File: config.mk
export PLATFORM = sky130hd
export DESIGN_NAME = ctrl_multi_flat
export DESIGN_NICKNAME = d
export VERILOG_FILES = /design/src/rtl/ctrl_multi_if.sv /design/src/rtl/ctrl_multi.sv /design/src/flat_wrapper.sv
export SDC_FILE = /design/constraint.sdc
export NUM_CORES = 1
export LEC_CHECK = 0
export ABC_AREA = 1
export ABC_CLOCK_PERIOD_IN_PS = 1880
export CORE_ASPECT_RATIO = 0.75
export CORE_UTILIZATION = 47
export CTS_BUF_LIST = sky130_fd_sc_hd__clkbuf_8
export DETAILED_ROUTE_END_ITERATION = 8
export DONT_BUFFER_PORTS = 1
export PLACE_DENSITY_LB_ADDON = 0.1
export SLEW_MARGIN = 10
export SYNTH_ARGS = -nofsm -noshare
export SYNTH_HDL_FRONTEND = slang
export SYNTH_SLANG_ARGS = --single-unit
File: constraint.sdc
create_clock -name clk -period 1.88 [get_ports clk]
set_clock_uncertainty 0.2 [all_clocks]
set_input_delay 0.47 -clock clk [delete_from_list [all_inputs] [get_ports clk]]
set_output_delay 0.47 -clock clk [all_outputs]
set_load 0.02 [all_outputs]
File: src/rtl/ctrl_multi_if.sv
// Control bundle between the SISC multicycle sequencer and the datapath:
// IR/status/memory-ack inputs in, datapath control strobes out.
interface ctrl_multi_if #(
  parameter int unsigned STAT_W = 4,
  parameter int unsigned ICNT_W = 16
) ();
  logic [3:0]        opcode;
  logic [STAT_W-1:0] mm;
  logic [STAT_W-1:0] stat;
  logic              dm_ack;

  logic              rf_we;
  logic              wb_sel;
  logic [1:0]        alu_op;
  logic              br_sel;
  logic              pc_sel;
  logic              pc_write;
  logic              pc_rst;
  logic              ir_load;
  logic              rb_sel;
  logic              dm_req;
  logic              dm_we;
  logic              halted;
  logic              err;
  logic [ICNT_W-1:0] icount;

  // Sequencer side.
  modport slave (
    input  opcode, mm, stat, dm_ack,
    output rf_we, wb_sel, alu_op, br_sel, pc_sel, pc_write, pc_rst, ir_load,
           rb_sel, dm_req, dm_we, halted, err, icount
  );

  // Datapath / environment side.
  modport master (
    output opcode, mm, stat, dm_ack,
    input  rf_we, wb_sel, alu_op, br_sel, pc_sel, pc_write, pc_rst, ir_load,
           rb_sel, dm_req, dm_we, halted, err, icount
  );
endinterface

File: src/rtl/ctrl_multi.sv
// Multicycle control FSM for the SISC datapath: ALU, load/store with ack handshake,
// swap, conditional branches, halt, memory-timeout error and retired-instruction count.
module ctrl_multi #(
  parameter int unsigned STAT_W = 4,
  parameter int unsigned ACK_TO = 15,
  parameter int unsigned ICNT_W = 16
) (
  input logic         clk,
  input logic         rst_f,
  ctrl_multi_if.slave ctl_io
);

  localparam int unsigned ToW = $clog2(ACK_TO + 1);

  localparam logic [3:0] OpNoop = 4'd0;
  localparam logic [3:0] OpLod  = 4'd1;
  localparam logic [3:0] OpStr  = 4'd2;
  localparam logic [3:0] OpSwp  = 4'd3;
  localparam logic [3:0] OpBra  = 4'd4;
  localparam logic [3:0] OpBrr  = 4'd5;
  localparam logic [3:0] OpBne  = 4'd6;
  localparam logic [3:0] OpBnr  = 4'd7;
  localparam logic [3:0] OpAlu  = 4'd8;
  localparam logic [3:0] OpHlt  = 4'd15;

  typedef enum logic [2:0] {
    StStart,
    StFetch,
    StDecode,
    StExecute,
    StMem,
    StWriteback,
    StWb2,
    StHalt
  } state_e;

  state_e            state_q, state_d;
  logic [ToW-1:0]    to_cnt_q, to_cnt_d;
  logic              err_q, err_d;
  logic [ICNT_W-1:0] icount_q, icount_d;

  // Instruction decode.
  logic is_alu, is_lod, is_str, is_swp, is_mem, is_br, br_abs, br_inv;
  logic mm_zero, mm_msb, hit, taken;

  always_comb begin
    is_alu  = (ctl_io.opcode == OpAlu);
    is_lod  = (ctl_io.opcode == OpLod);
    is_str  = (ctl_io.opcode == OpStr);
    is_swp  = (ctl_io.opcode == OpSwp);
    is_mem  = is_lod | is_str;
    is_br   = (ctl_io.opcode == OpBra) | (ctl_io.opcode == OpBrr) |
              (ctl_io.opcode == OpBne) | (ctl_io.opcode == OpBnr);
    br_abs  = (ctl_io.opcode == OpBra) | (ctl_io.opcode == OpBne);
    br_inv  = (ctl_io.opcode == OpBne) | (ctl_io.opcode == OpBnr);
    mm_zero = (ctl_io.mm == '0);
    mm_msb  = ctl_io.mm[STAT_W-1];
    // An all-zero mask means "always".
    hit     = ((ctl_io.mm & ctl_io.stat) != '0) | mm_zero;
    taken   = is_br & (hit ^ br_inv);
  end

  // Next state, timeout counter, error flag and retire counter.
  always_comb begin
    state_d  = state_q;
    to_cnt_d = to_cnt_q;
    err_d    = err_q;
    icount_d = icount_q;
    case (state_q)
      StStart:  state_d = StFetch;
      StFetch:  state_d = StDecode;
      StDecode: state_d = (ctl_io.opcode == OpHlt) ? StHalt : StExecute;
      StExecute: begin
        state_d  = StMem;
        to_cnt_d = '0;
      end
      StMem: begin
        // An ack in the same cycle the count would expire takes priority.
        if (!is_mem || ctl_io.dm_ack) begin
          state_d = StWriteback;
        end else if (to_cnt_q == ToW'(ACK_TO - 1)) begin
          state_d  = StHalt;
          err_d    = 1'b1;
          to_cnt_d = ToW'(ACK_TO);
        end else begin
          to_cnt_d = to_cnt_q + ToW'(1);
        end
      end
      StWriteback: begin
        if (is_swp) begin
          state_d = StWb2;
        end else begin
          state_d  = StFetch;
          icount_d = icount_q + ICNT_W'(1);
        end
      end
      StWb2: begin
        state_d  = StFetch;
        icount_d = icount_q + ICNT_W'(1);
      end
      StHalt:  state_d = StHalt;
      default: state_d = StStart;
    endcase
  end

  always_ff @(posedge clk) begin
    if (!rst_f) begin
      state_q  <= StStart;
      to_cnt_q <= '0;
      err_q    <= 1'b0;
      icount_q <= '0;
    end else begin
      state_q  <= state_d;
      to_cnt_q <= to_cnt_d;
      err_q    <= err_d;
      icount_q <= icount_d;
    end
  end

  // Datapath controls, combinational from state and IR fields.
  always_comb begin
    ctl_io.rf_we    = 1'b0;
    ctl_io.wb_sel   = 1'b0;
    ctl_io.alu_op   = 2'b10;
    ctl_io.br_sel   = 1'b0;
    ctl_io.pc_sel   = 1'b0;
    ctl_io.pc_write = 1'b0;
    ctl_io.pc_rst   = 1'b0;
    ctl_io.ir_load  = 1'b0;
    ctl_io.rb_sel   = 1'b0;
    ctl_io.dm_req   = 1'b0;
    ctl_io.dm_we    = 1'b0;
    ctl_io.halted   = 1'b0;
    case (state_q)
      StStart: ctl_io.pc_rst = 1'b1;
      StFetch: begin
        ctl_io.ir_load  = 1'b1;
        ctl_io.pc_write = 1'b1;
        ctl_io.pc_sel   = 1'b0;
      end
      StExecute: begin
        if (is_alu) begin
          if (mm_zero)     ctl_io.alu_op = 2'b00;
          else if (mm_msb) ctl_io.alu_op = 2'b01;
        end
        if (is_mem) ctl_io.alu_op = 2'b01;
        if (is_br)  ctl_io.br_sel = br_abs;
        if (taken) begin
          ctl_io.pc_write = 1'b1;
          ctl_io.pc_sel   = 1'b1;
        end
      end
      StMem: begin
        if (is_alu) begin
          if (mm_zero)     ctl_io.alu_op = 2'b10;
          else if (mm_msb) ctl_io.alu_op = 2'b11;
        end
        // Request, write strobe and address stay put until the ack.
        if (is_mem) begin
          ctl_io.dm_req = 1'b1;
          ctl_io.alu_op = 2'b01;
        end
        if (is_str) begin
          ctl_io.dm_we  = 1'b1;
          ctl_io.rb_sel = 1'b1;
        end
      end
      StWriteback: begin
        ctl_io.rf_we  = is_alu | is_lod | is_swp;
        ctl_io.wb_sel = is_lod;
      end
      StWb2: begin
        ctl_io.rf_we  = 1'b1;
        ctl_io.rb_sel = 1'b1;
      end
      StHalt:  ctl_io.halted = 1'b1;
      default: ;
    endcase
  end

  assign ctl_io.err    = err_q;
  assign ctl_io.icount = icount_q;

endmodule

File: src/flat_wrapper.sv
// flat-port wrapper written by rule: the top's interface ports become plain ports
module ctrl_multi_flat 
#(
  parameter int unsigned STAT_W = 4,
  parameter int unsigned ACK_TO = 15,
  parameter int unsigned ICNT_W = 16
)
  (clk, rst_f, ctl_io_opcode, ctl_io_mm, ctl_io_stat, ctl_io_dm_ack, ctl_io_rf_we, ctl_io_wb_sel, ctl_io_alu_op, ctl_io_br_sel, ctl_io_pc_sel, ctl_io_pc_write, ctl_io_pc_rst, ctl_io_ir_load, ctl_io_rb_sel, ctl_io_dm_req, ctl_io_dm_we, ctl_io_halted, ctl_io_err, ctl_io_icount);
  ctrl_multi_if #(.STAT_W(STAT_W), .ICNT_W(ICNT_W)) ctl_io_i ();
  input logic clk;
  input logic rst_f;
  input wire logic [$bits(ctl_io_i.opcode)-1:0] ctl_io_opcode;
  input wire logic [$bits(ctl_io_i.mm)-1:0] ctl_io_mm;
  input wire logic [$bits(ctl_io_i.stat)-1:0] ctl_io_stat;
  input wire logic [$bits(ctl_io_i.dm_ack)-1:0] ctl_io_dm_ack;
  output wire logic [$bits(ctl_io_i.rf_we)-1:0] ctl_io_rf_we;
  output wire logic [$bits(ctl_io_i.wb_sel)-1:0] ctl_io_wb_sel;
  output wire logic [$bits(ctl_io_i.alu_op)-1:0] ctl_io_alu_op;
  output wire logic [$bits(ctl_io_i.br_sel)-1:0] ctl_io_br_sel;
  output wire logic [$bits(ctl_io_i.pc_sel)-1:0] ctl_io_pc_sel;
  output wire logic [$bits(ctl_io_i.pc_write)-1:0] ctl_io_pc_write;
  output wire logic [$bits(ctl_io_i.pc_rst)-1:0] ctl_io_pc_rst;
  output wire logic [$bits(ctl_io_i.ir_load)-1:0] ctl_io_ir_load;
  output wire logic [$bits(ctl_io_i.rb_sel)-1:0] ctl_io_rb_sel;
  output wire logic [$bits(ctl_io_i.dm_req)-1:0] ctl_io_dm_req;
  output wire logic [$bits(ctl_io_i.dm_we)-1:0] ctl_io_dm_we;
  output wire logic [$bits(ctl_io_i.halted)-1:0] ctl_io_halted;
  output wire logic [$bits(ctl_io_i.err)-1:0] ctl_io_err;
  output wire logic [$bits(ctl_io_i.icount)-1:0] ctl_io_icount;
  assign ctl_io_i.opcode = ctl_io_opcode;
  assign ctl_io_i.mm = ctl_io_mm;
  assign ctl_io_i.stat = ctl_io_stat;
  assign ctl_io_i.dm_ack = ctl_io_dm_ack;
  assign ctl_io_rf_we = ctl_io_i.rf_we;
  assign ctl_io_wb_sel = ctl_io_i.wb_sel;
  assign ctl_io_alu_op = ctl_io_i.alu_op;
  assign ctl_io_br_sel = ctl_io_i.br_sel;
  assign ctl_io_pc_sel = ctl_io_i.pc_sel;
  assign ctl_io_pc_write = ctl_io_i.pc_write;
  assign ctl_io_pc_rst = ctl_io_i.pc_rst;
  assign ctl_io_ir_load = ctl_io_i.ir_load;
  assign ctl_io_rb_sel = ctl_io_i.rb_sel;
  assign ctl_io_dm_req = ctl_io_i.dm_req;
  assign ctl_io_dm_we = ctl_io_i.dm_we;
  assign ctl_io_halted = ctl_io_i.halted;
  assign ctl_io_err = ctl_io_i.err;
  assign ctl_io_icount = ctl_io_i.icount;
  ctrl_multi #(.STAT_W(STAT_W), .ACK_TO(ACK_TO), .ICNT_W(ICNT_W)) u_core (.clk(clk), .rst_f(rst_f), .ctl_io(ctl_io_i));
endmodule
==> results of run 1 <==
[what timing repair did]
item	in CTS	in global routing
setup endpoints to repair	9	8
setup buffers	6	3
resized for setup	15	13
pin swaps	2	4
[through the flow]
| step | hold WS [ps] | area (um^2) | instances | TNS [ps] |
|---|---|---|---|---|
| after global routing | 103 | 2060 | 349 | -944 |
| after CTS | 99.6 | 1990 | 346 | -330 |
| after floorplan | 326 | 1670 | 277 | -3.56 |
| final | 106 | 2060 | 349 | -380 |
| after global placement | 302 | 1860 | 336 | 0 |
| after detailed placement | 307 | 1860 | 336 | 0 |
[state kept, by name (all words and copies together) (netlist names)]
name / flops
u_core.ctl_io.icount: 16
u_core.to_cnt_q: 4
u_core.state_q: 3
u_core.ctl_io.err: 1
[worst reg2reg max path, cell delays in order (launching register included)]
cell                      delay [ps]
sky130_fd_sc_hd__dfxtp_1         350
sky130_fd_sc_hd__ha_1            190
sky130_fd_sc_hd__nand2_1          60
sky130_fd_sc_hd__inv_1           100
sky130_fd_sc_hd__nand2_1         120
sky130_fd_sc_hd__nor2_4          240
sky130_fd_sc_hd__nand2_1          80
sky130_fd_sc_hd__o21ai_0         150
sky130_fd_sc_hd__nor2_1           50
[layout by cell type, fill, tap and decap left out, drive strengths merged, types with 3 or more instances in the layout]
cell type and count:
nand3 31, ha 3, o21ai 8, nor2 47, nor3 3, buf 33
a21oi 17, dfxtp 24, inv 52, nand4 10, nand2 74, clkbuf 4
[final timing paths]
check | startpoint | end | slack, ps | cells after the start
max | u_core.state_q[1] | ctl_io_rb_sel | -110 | 6
min | rst_f | u_core.ctl_io.icount[2] | 110 | 2
max reg2reg | u_core.ctl_io.icount[0] | u_core.ctl_io.icount[10] | 240 | 8
min reg2reg | u_core.ctl_io.icount[4] | u_core.ctl_io.icount[4] | 320 | 2
[metal layers]
metal	share of wire [%]	vias to the layer above	GRT usage, %
li1	-	925	-
met1	51	730	27.7
met2	43	34	29.6
met3	6.0	2	6.74
met5	0	-	0
met4	0.26	0	4.00
[cell families (layout without fill, tap and decap cells)]
kind of cell	Yosys count	in the layout	share of synthesized area, %
AO/OA/AOI/OAI	26	26	7.88
XOR/XNOR	1	1	0.525
adder cells (fa/ha/maj)	3	3	2.25
AND/OR/NAND/NOR	165	165	46.0
buffers and inverters	58	90	14.6
flip-flops	24	24	28.8
[power breakdown]
part	internal, mW	leakage, nW	switching [mW]	total, mW
registers	0.519	0.196	0.0125	0.531
logic	0.0690	0.817	0.0998	0.169
clock network	0.187	0.0288	0.168	0.355
total	0.775	1.04	0.280	1.06
[layout make-up]
| class | count | share of cell area (%) |
|---|---|---|
| inverters | 53 | 9.86 |
| multi-input cells | 195 | 48.6 |
| flip-flops and latches | 24 | 23.8 |
| well taps | 40 | 2.43 |
| repair buffers | 33 | 12.6 |
| clock buffers | 4 | 2.68 |
==> flow_summary.rst, run 1 <==
.. list-table::
   :header-rows: 1

   * - Metric
     - Value
   * - Share of layout cells above drive strength 1
     - between 20% and 30%
   * - Clk pin slew, worst setup/hold paths
     - approximately 90 ps
   * - Worst setup path category
     - register to primary output
   * - Worst Max-Slew Pin Slew
     - about 450 ps
   * - Most prevalent standard cell on the critical path
     - sky130_fd_sc_hd__inv_2
   * - Required time reported for the critical path endpoint
     - about 1200 ps
   * - Reg area
     - just under 500 um^2
   * - Crit path time final
     - about 2000 ps
   * - Max-slew violation count
     - 0
   * - Maximum operating frequency
     - 0.501 GHz
   * - Reported max-cap violation count
     - 0
   * - CTS H-Tree Depth
     - 1
   * - Crit path launch type
     - register
   * - DR vias
     - roughly 1700
   * - Number of global-route vias before repair
     - 1415
   * - Growth of design area from synthesis to finish
     - 23.3%
   * - Gr ovfl total
     - 0
   * - Routed wire length
     - ~3.8 mm
   * - Number of CTS-inserted buffers
     - 3
   * - Post-Syn Nets
     - approximately 300
   * - Cts hold-fix bufs
     - 0
   * - Clock net sink count
     - 24
   * - Number of I/O pins
     - 45
   * - Post-Synthesis Cells
     - 277
   * - Count of nets left with antenna violations after detail routing
     - 0
   * - Slowest cell on crit path
     - sky130_fd_sc_hd__dfxtp_2
   * - Top post-synthesis cells by area
     - sky130_fd_sc_hd__dfxtp_1 29%, sky130_fd_sc_hd__nand2_1 16%, sky130_fd_sc_hd__inv_1 11%
   * - DRC
     - 8
   * - Number of buffers and inverters on the critical path
     - 3
   * - Most frequent cell after synthesis
     - sky130_fd_sc_hd__nand2_1
   * - Starting Density
     - about half
   * - Initial detailed-routing violation count
     - between 90 and 100
   * - Cell variety after synth
     - 22
   * - Outcome
     - finished, violations left
   * - Number of flops mapped to enable cells by yosys
     - 0
   * - Synth warn
     - 0
   * - Data arrival, critical path
     - around 1300 ps
   * - Highest ir drop seen on vdd
     - about 470 uV
   * - Maximum fanout along the worst path
     - 6
   * - First-pass GRT wire length
     - a little under 6 mm
   * - Design Power
     - 1.06 mW
   * - Port Buffer Count
     - 0
   * - Power density normalized to cell area
     - between 500 and 600 mW/mm^2
   * - Post-Synthesis Mean Instance Area
     - ~6 um^2
   * - Number of hold violations in the final report
     - 0
   * - Area of the core
     - 0.00333 mm^2
   * - Diode count
     - 0
   * - Number of synthesized register bits
     - 24
   * - Hold/Removal Path Class
     - input port to register
   * - Final cycle utilization of the critical path
     - 106%
   * - Sequential-to-total area share from yosys stat
     - a little under 30%
   * - Post-synthesis cell area
     - ~0.0017 mm^2
   * - Worst skew pair latency
     - 270 ps
   * - Total number of placement rows
     - 18
   * - Number of optimization iterations in the first detailed-route pass
     - 6
   * - Maximum root-to-sink buffer count
     - 2
   * - Number of antenna violations at the first check in global routing
     - 0
   * - Die H
     - ~54 um
   * - Wire length per cell
     - approximately 11 um
   * - Overall routing resource usage
     - around a fifth
   * - Share of the synthesized area in the top cell type
     - about 29%
   * - Leakage component of the power
     - 1.04 nW
   * - Post-synth top cells
     - 72 x sky130_fd_sc_hd__nand2_1, 49 x sky130_fd_sc_hd__inv_1, 44 x sky130_fd_sc_hd__nor2_1, 24 x sky130_fd_sc_hd__dfxtp_1, 23 x sky130_fd_sc_hd__nand3_1
   * - Violations in the final reports
     - DRC, setup timing
   * - Worst-case headroom to the max-slew limit
     - 69.8%
   * - Placed wire-length estimate
     - roughly 2.7 mm
   * - Largest area contributor in the synthesized netlist
     - sky130_fd_sc_hd__dfxtp_1
   * - Fillcell total
     - 343
   * - Area of combinational cells with multiple inputs
     - around 1000 um^2
   * - CP endpoint kind
     - primary output
   * - Worst setup slack after layout
     - -115 ps
   * - Clock tree from TritonCTS
     - yes
   * - Most instantiated flip-flop cell in the synthesis netlist
     - sky130_fd_sc_hd__dfxtp_1
   * - DIE AREA
     - 0.00379 mm^2
   * - Setup repair after global routing missed its margin
     - yes
   * - Post-synth ARST share
     - 0%
   * - Horiz. Die Dim
     - ~70 um
   * - Worst-case setup slack after placement
     - 50.6 ps
   * - Setup-violating endpoint count in the final report
     - 5
   * - Final estimated routing congestion in global placement
     - 0.838
   * - Worst path max stage delay
     - around 350 ps
   * - Series of cell instances along the critical path
     - inv_2 > nand2_4 > nor2_4 > inv_2 > o21ai_2 > buf_6
   * - Number of vias per cell
     - about 4.8
   * - Final net count
     - about 330
   * - Largest net degree at the start of global routing
     - 32
   * - Layout Utilization
     - between 60% and 70%
   * - Kind of cell adding the most delay to the critical path
     - flip-flops
   * - Root buf cell
     - sky130_fd_sc_hd__clkbuf_8
No activity file was read; power rests on OpenSTA's default activity.
==> run 2: changes to the inputs <==
- CAP_MARGIN: not set -> 40
- RECOVER_POWER: not set -> 50
==> run 2 against run 1 <==
Against the previous run:
- the run still ends with DRC, setup timing left
- clock power hardly changed
- worst hold slack about the same
- power down 0.17%
- sequential share of layout area rose by 0.50 points
- global-route usage unchanged
- critical path type unchanged
- largest power group unchanged
==> flow_summary.rst, run 2 (synthesis gave the netlist of run 1 again) <==
.. list-table::
   :header-rows: 1

   * - Metric
     - Value
   * - Outcome
     - finished, violations left
   * - Violations in the final reports
     - DRC, setup timing
   * - Most prevalent standard cell on the critical path
     - sky130_fd_sc_hd__inv_2
   * - Design Power
     - 1.05 mW (-0.17%)
   * - Reported max-cap violation count
     - 0 (unchanged)
   * - Wire length per cell
     - 10.7 um (-0.98%)
   * - Number of hold violations in the final report
     - 0 (unchanged)
   * - Register-to-register setup slack
     - 110 ps (-130 ps)
   * - Commonest cells after routing, fill and taps aside
     - 68 x sky130_fd_sc_hd__nand2_1, 47 x sky130_fd_sc_hd__inv_1, 39 x sky130_fd_sc_hd__nor2_1, 23 x sky130_fd_sc_hd__nand3_1, 21 x sky130_fd_sc_hd__dfxtp_1
   * - Part of the power in combinational logic
     - 15.9% (about the same)
   * - Series of cell instances along the critical path
     - inv_2 > nand2_4 > nor2_4 > inv_2 > o21ai_2 > buf_6
   * - DIE AREA
     - 0.00379 mm^2 (unchanged)
   * - Clock network fraction of design power
     - 33.7% (about the same)
   * - Worst skew pair latency
     - 270 ps (about the same)
   * - Net switching power
     - 0.280 mW (-0.22%)
   * - Worst setup slack after layout
     - -114 ps (+0.544 ps)
   * - WHS
     - 106 ps (+0.269 ps)
   * - Crit path time final
     - 1990 ps (-0.544 ps)
   * - Hold/Removal Path Class
     - input port to register
   * - Placed Cells incl. Taps
     - 336 (unchanged)
   * - Horiz. Die Dim
     - 70.8 um (unchanged)
   * - Clock tree from TritonCTS
     - yes
   * - Placed wire-length estimate
     - 2.70 mm (unchanged)
   * - Leading cell type in the layout, fill and taps excluded
     - sky130_fd_sc_hd__nand2_1
   * - Worst-case headroom to the max-slew limit
     - 60.3% (-9.5 points)
   * - Kind of cell adding the most delay to the critical path
     - flip-flops
   * - Fillcell total
     - 353 (+2.9%)
   * - Highest ir drop seen on vdd
     - 461 uV (-1.3%)
   * - Area of the core
     - 0.00333 mm^2 (unchanged)
   * - Maximum operating frequency
     - 0.502 GHz (about the same)
   * - Summed area of non-filler cells in the final layout
     - 0.00201 mm^2 (-2.1%)
   * - Final TNS setup
     - -381 ps (-1.41 ps)
   * - Required time reported for the critical path endpoint
     - 1210 ps (about the same)
   * - Setup repair after global routing missed its margin
     - yes
   * - Maximum root-to-sink buffer count
     - 2 (unchanged)
   * - Diode count
     - 0 (unchanged)
   * - Number of vias per cell
     - 4.87 (+0.47%)
   * - Setup-violating endpoint count in the final report
     - 5 (unchanged)
   * - First-pass GRT wire length
     - 5.90 mm (unchanged)
   * - Worst path max stage delay
     - 350 ps (about the same)
   * - Internal Dissipation
     - 0.774 mW (-0.15%)
   * - Number of I/O pins
     - 45 (unchanged)
   * - Number of CTS-inserted buffers
     - 3 (unchanged)
   * - Largest net degree at the start of global routing
     - 32 (unchanged)
   * - Maximum fanout along the worst path
     - 6 (unchanged)
   * - Clock net sink count
     - 24 (unchanged)
   * - CTS H-Tree Depth
     - 1 (unchanged)
   * - Power density normalized to cell area
     - 523 mW/mm^2 (+1.9%)
   * - Starting Density
     - 50.0% (unchanged)
   * - Layout Utilization
     - 60.4% (-1.3 points)
   * - Number of buffers and inverters on the critical path
     - 3 (unchanged)
   * - Data arrival, critical path
     - 1320 ps (about the same)
   * - Number of global-route vias before repair
     - 1415 (unchanged)
   * - DR vias
     - 1699 (+0.47%)
   * - CP Launch Point
     - u_core.state_q[1]
   * - Share of layout cells above drive strength 1
     - 19.7% (-3.6 points)
   * - Clk pin slew, worst setup/hold paths
     - 90 ps (about the same)
   * - Final net count
     - 328 (unchanged)
   * - Total number of placement rows
     - 18 (unchanged)
   * - Number of optimization iterations in the first detailed-route pass
     - 6 (unchanged)
   * - Final cycle utilization of the critical path
     - 106% (about the same)
   * - Root buf cell
     - sky130_fd_sc_hd__clkbuf_8
   * - Slowest cell on crit path
     - sky130_fd_sc_hd__dfxtp_2
   * - CP endpoint kind
     - primary output
   * - Leakage component of the power
     - 0.997 nW (-4.2%)
   * - Gr ovfl total
     - 0 (unchanged)
   * - Sw frac
     - 26.6% (about the same)
   * - Growth of design area from synthesis to finish
     - 20.7%
   * - Port Buffer Count
     - 0 (unchanged)
   * - Initial detailed-routing violation count
     - 69 (-27%)
   * - Overall routing resource usage
     - 19.8% (unchanged)
   * - Count of nets left with antenna violations after detail routing
     - 0 (unchanged)
   * - Final estimated routing congestion in global placement
     - 0.838 (unchanged)
   * - Sequential fraction of design power
     - 50.4% (about the same)
   * - Routed wire length
     - 3.74 mm (-0.98%)
   * - Max-slew violation count
     - 0 (unchanged)
   * - Worst setup path category
     - register to primary output
   * - Worst-case setup slack after placement
     - 50.6 ps (unchanged)
   * - Die H
     - 53.6 um (unchanged)
   * - Critical hold path startpoint
     - rst_f
   * - Area post-placement
     - 0.00186 mm^2 (unchanged)
   * - FF-to-FF Start
     - u_core.state_q[2]
   * - Fin cells
     - 349 (unchanged)
   * - Largest register FFs
     - 16 (unchanged)
   * - Crit path launch type
     - register
   * - DRC
     - 8 (unchanged)
   * - Number of antenna violations at the first check in global routing
     - 0 (unchanged)
   * - Worst Max-Slew Pin Slew
     - 593 ps (+143 ps)
run 2: cell count changes in the layout (fill, tap and decap cells not counted), sizes merged:
cell    change
buf        -10
clkbuf     +10
run 2: what timing repair did:
action                                  in CTS  in global routing
hold buffers                                 0                  0
setup buffers                                6                  3
endpoints found under the setup margin       9                  8
resized for setup                           15                 13
pin swaps                                    2                  4
run 2: power groups by stage:
stage | Clock (mW) | Combinational (mW) | Sequential [mW]
2_1_floorplan | 0 | 0.108 | 0.543
3_3_place_gp | 0 | 0.130 | 0.543
6_report | 0.355 | 0.167 | 0.531
3_5_place_dp | 0 | 0.131 | 0.543
4_1_cts | 0.367 | 0.151 | 0.530
5_1_grt | 0.386 | 0.188 | 0.533
run 2: area by class of cell:
| type | count | area, um^2 | area share (%) |
|---|---|---|---|
| Clock buffer | 4 | 55.1 | 2.73 |
| Tap cell | 40 | 50.0 | 2.49 |
| Multi-Input combinational cell | 195 | 995 | 49.4 |
| Inverter | 53 | 203 | 10.1 |
| Sequential cell | 24 | 489 | 24.3 |
| Timing Repair Buffer | 33 | 221 | 11.0 |
run 2: metal layers:
| layer | wire (um) | GRT usage, % |
|---|---|---|
| met4 | 10 | 4.00 |
| met2 | 1640 | 29.6 |
| met5 | 0 | 0 |
| met1 | 1870 | 27.7 |
| met3 | 222 | 6.74 |
run 2: final timing paths:
kind,to,depth (start not counted)
min reg2reg,u_core.ctl_io.icount[5],2
max reg2reg,u_core.ctl_io.icount[10],8
max,ctl_io_rb_sel,6
min,u_core.ctl_io.icount[3],2
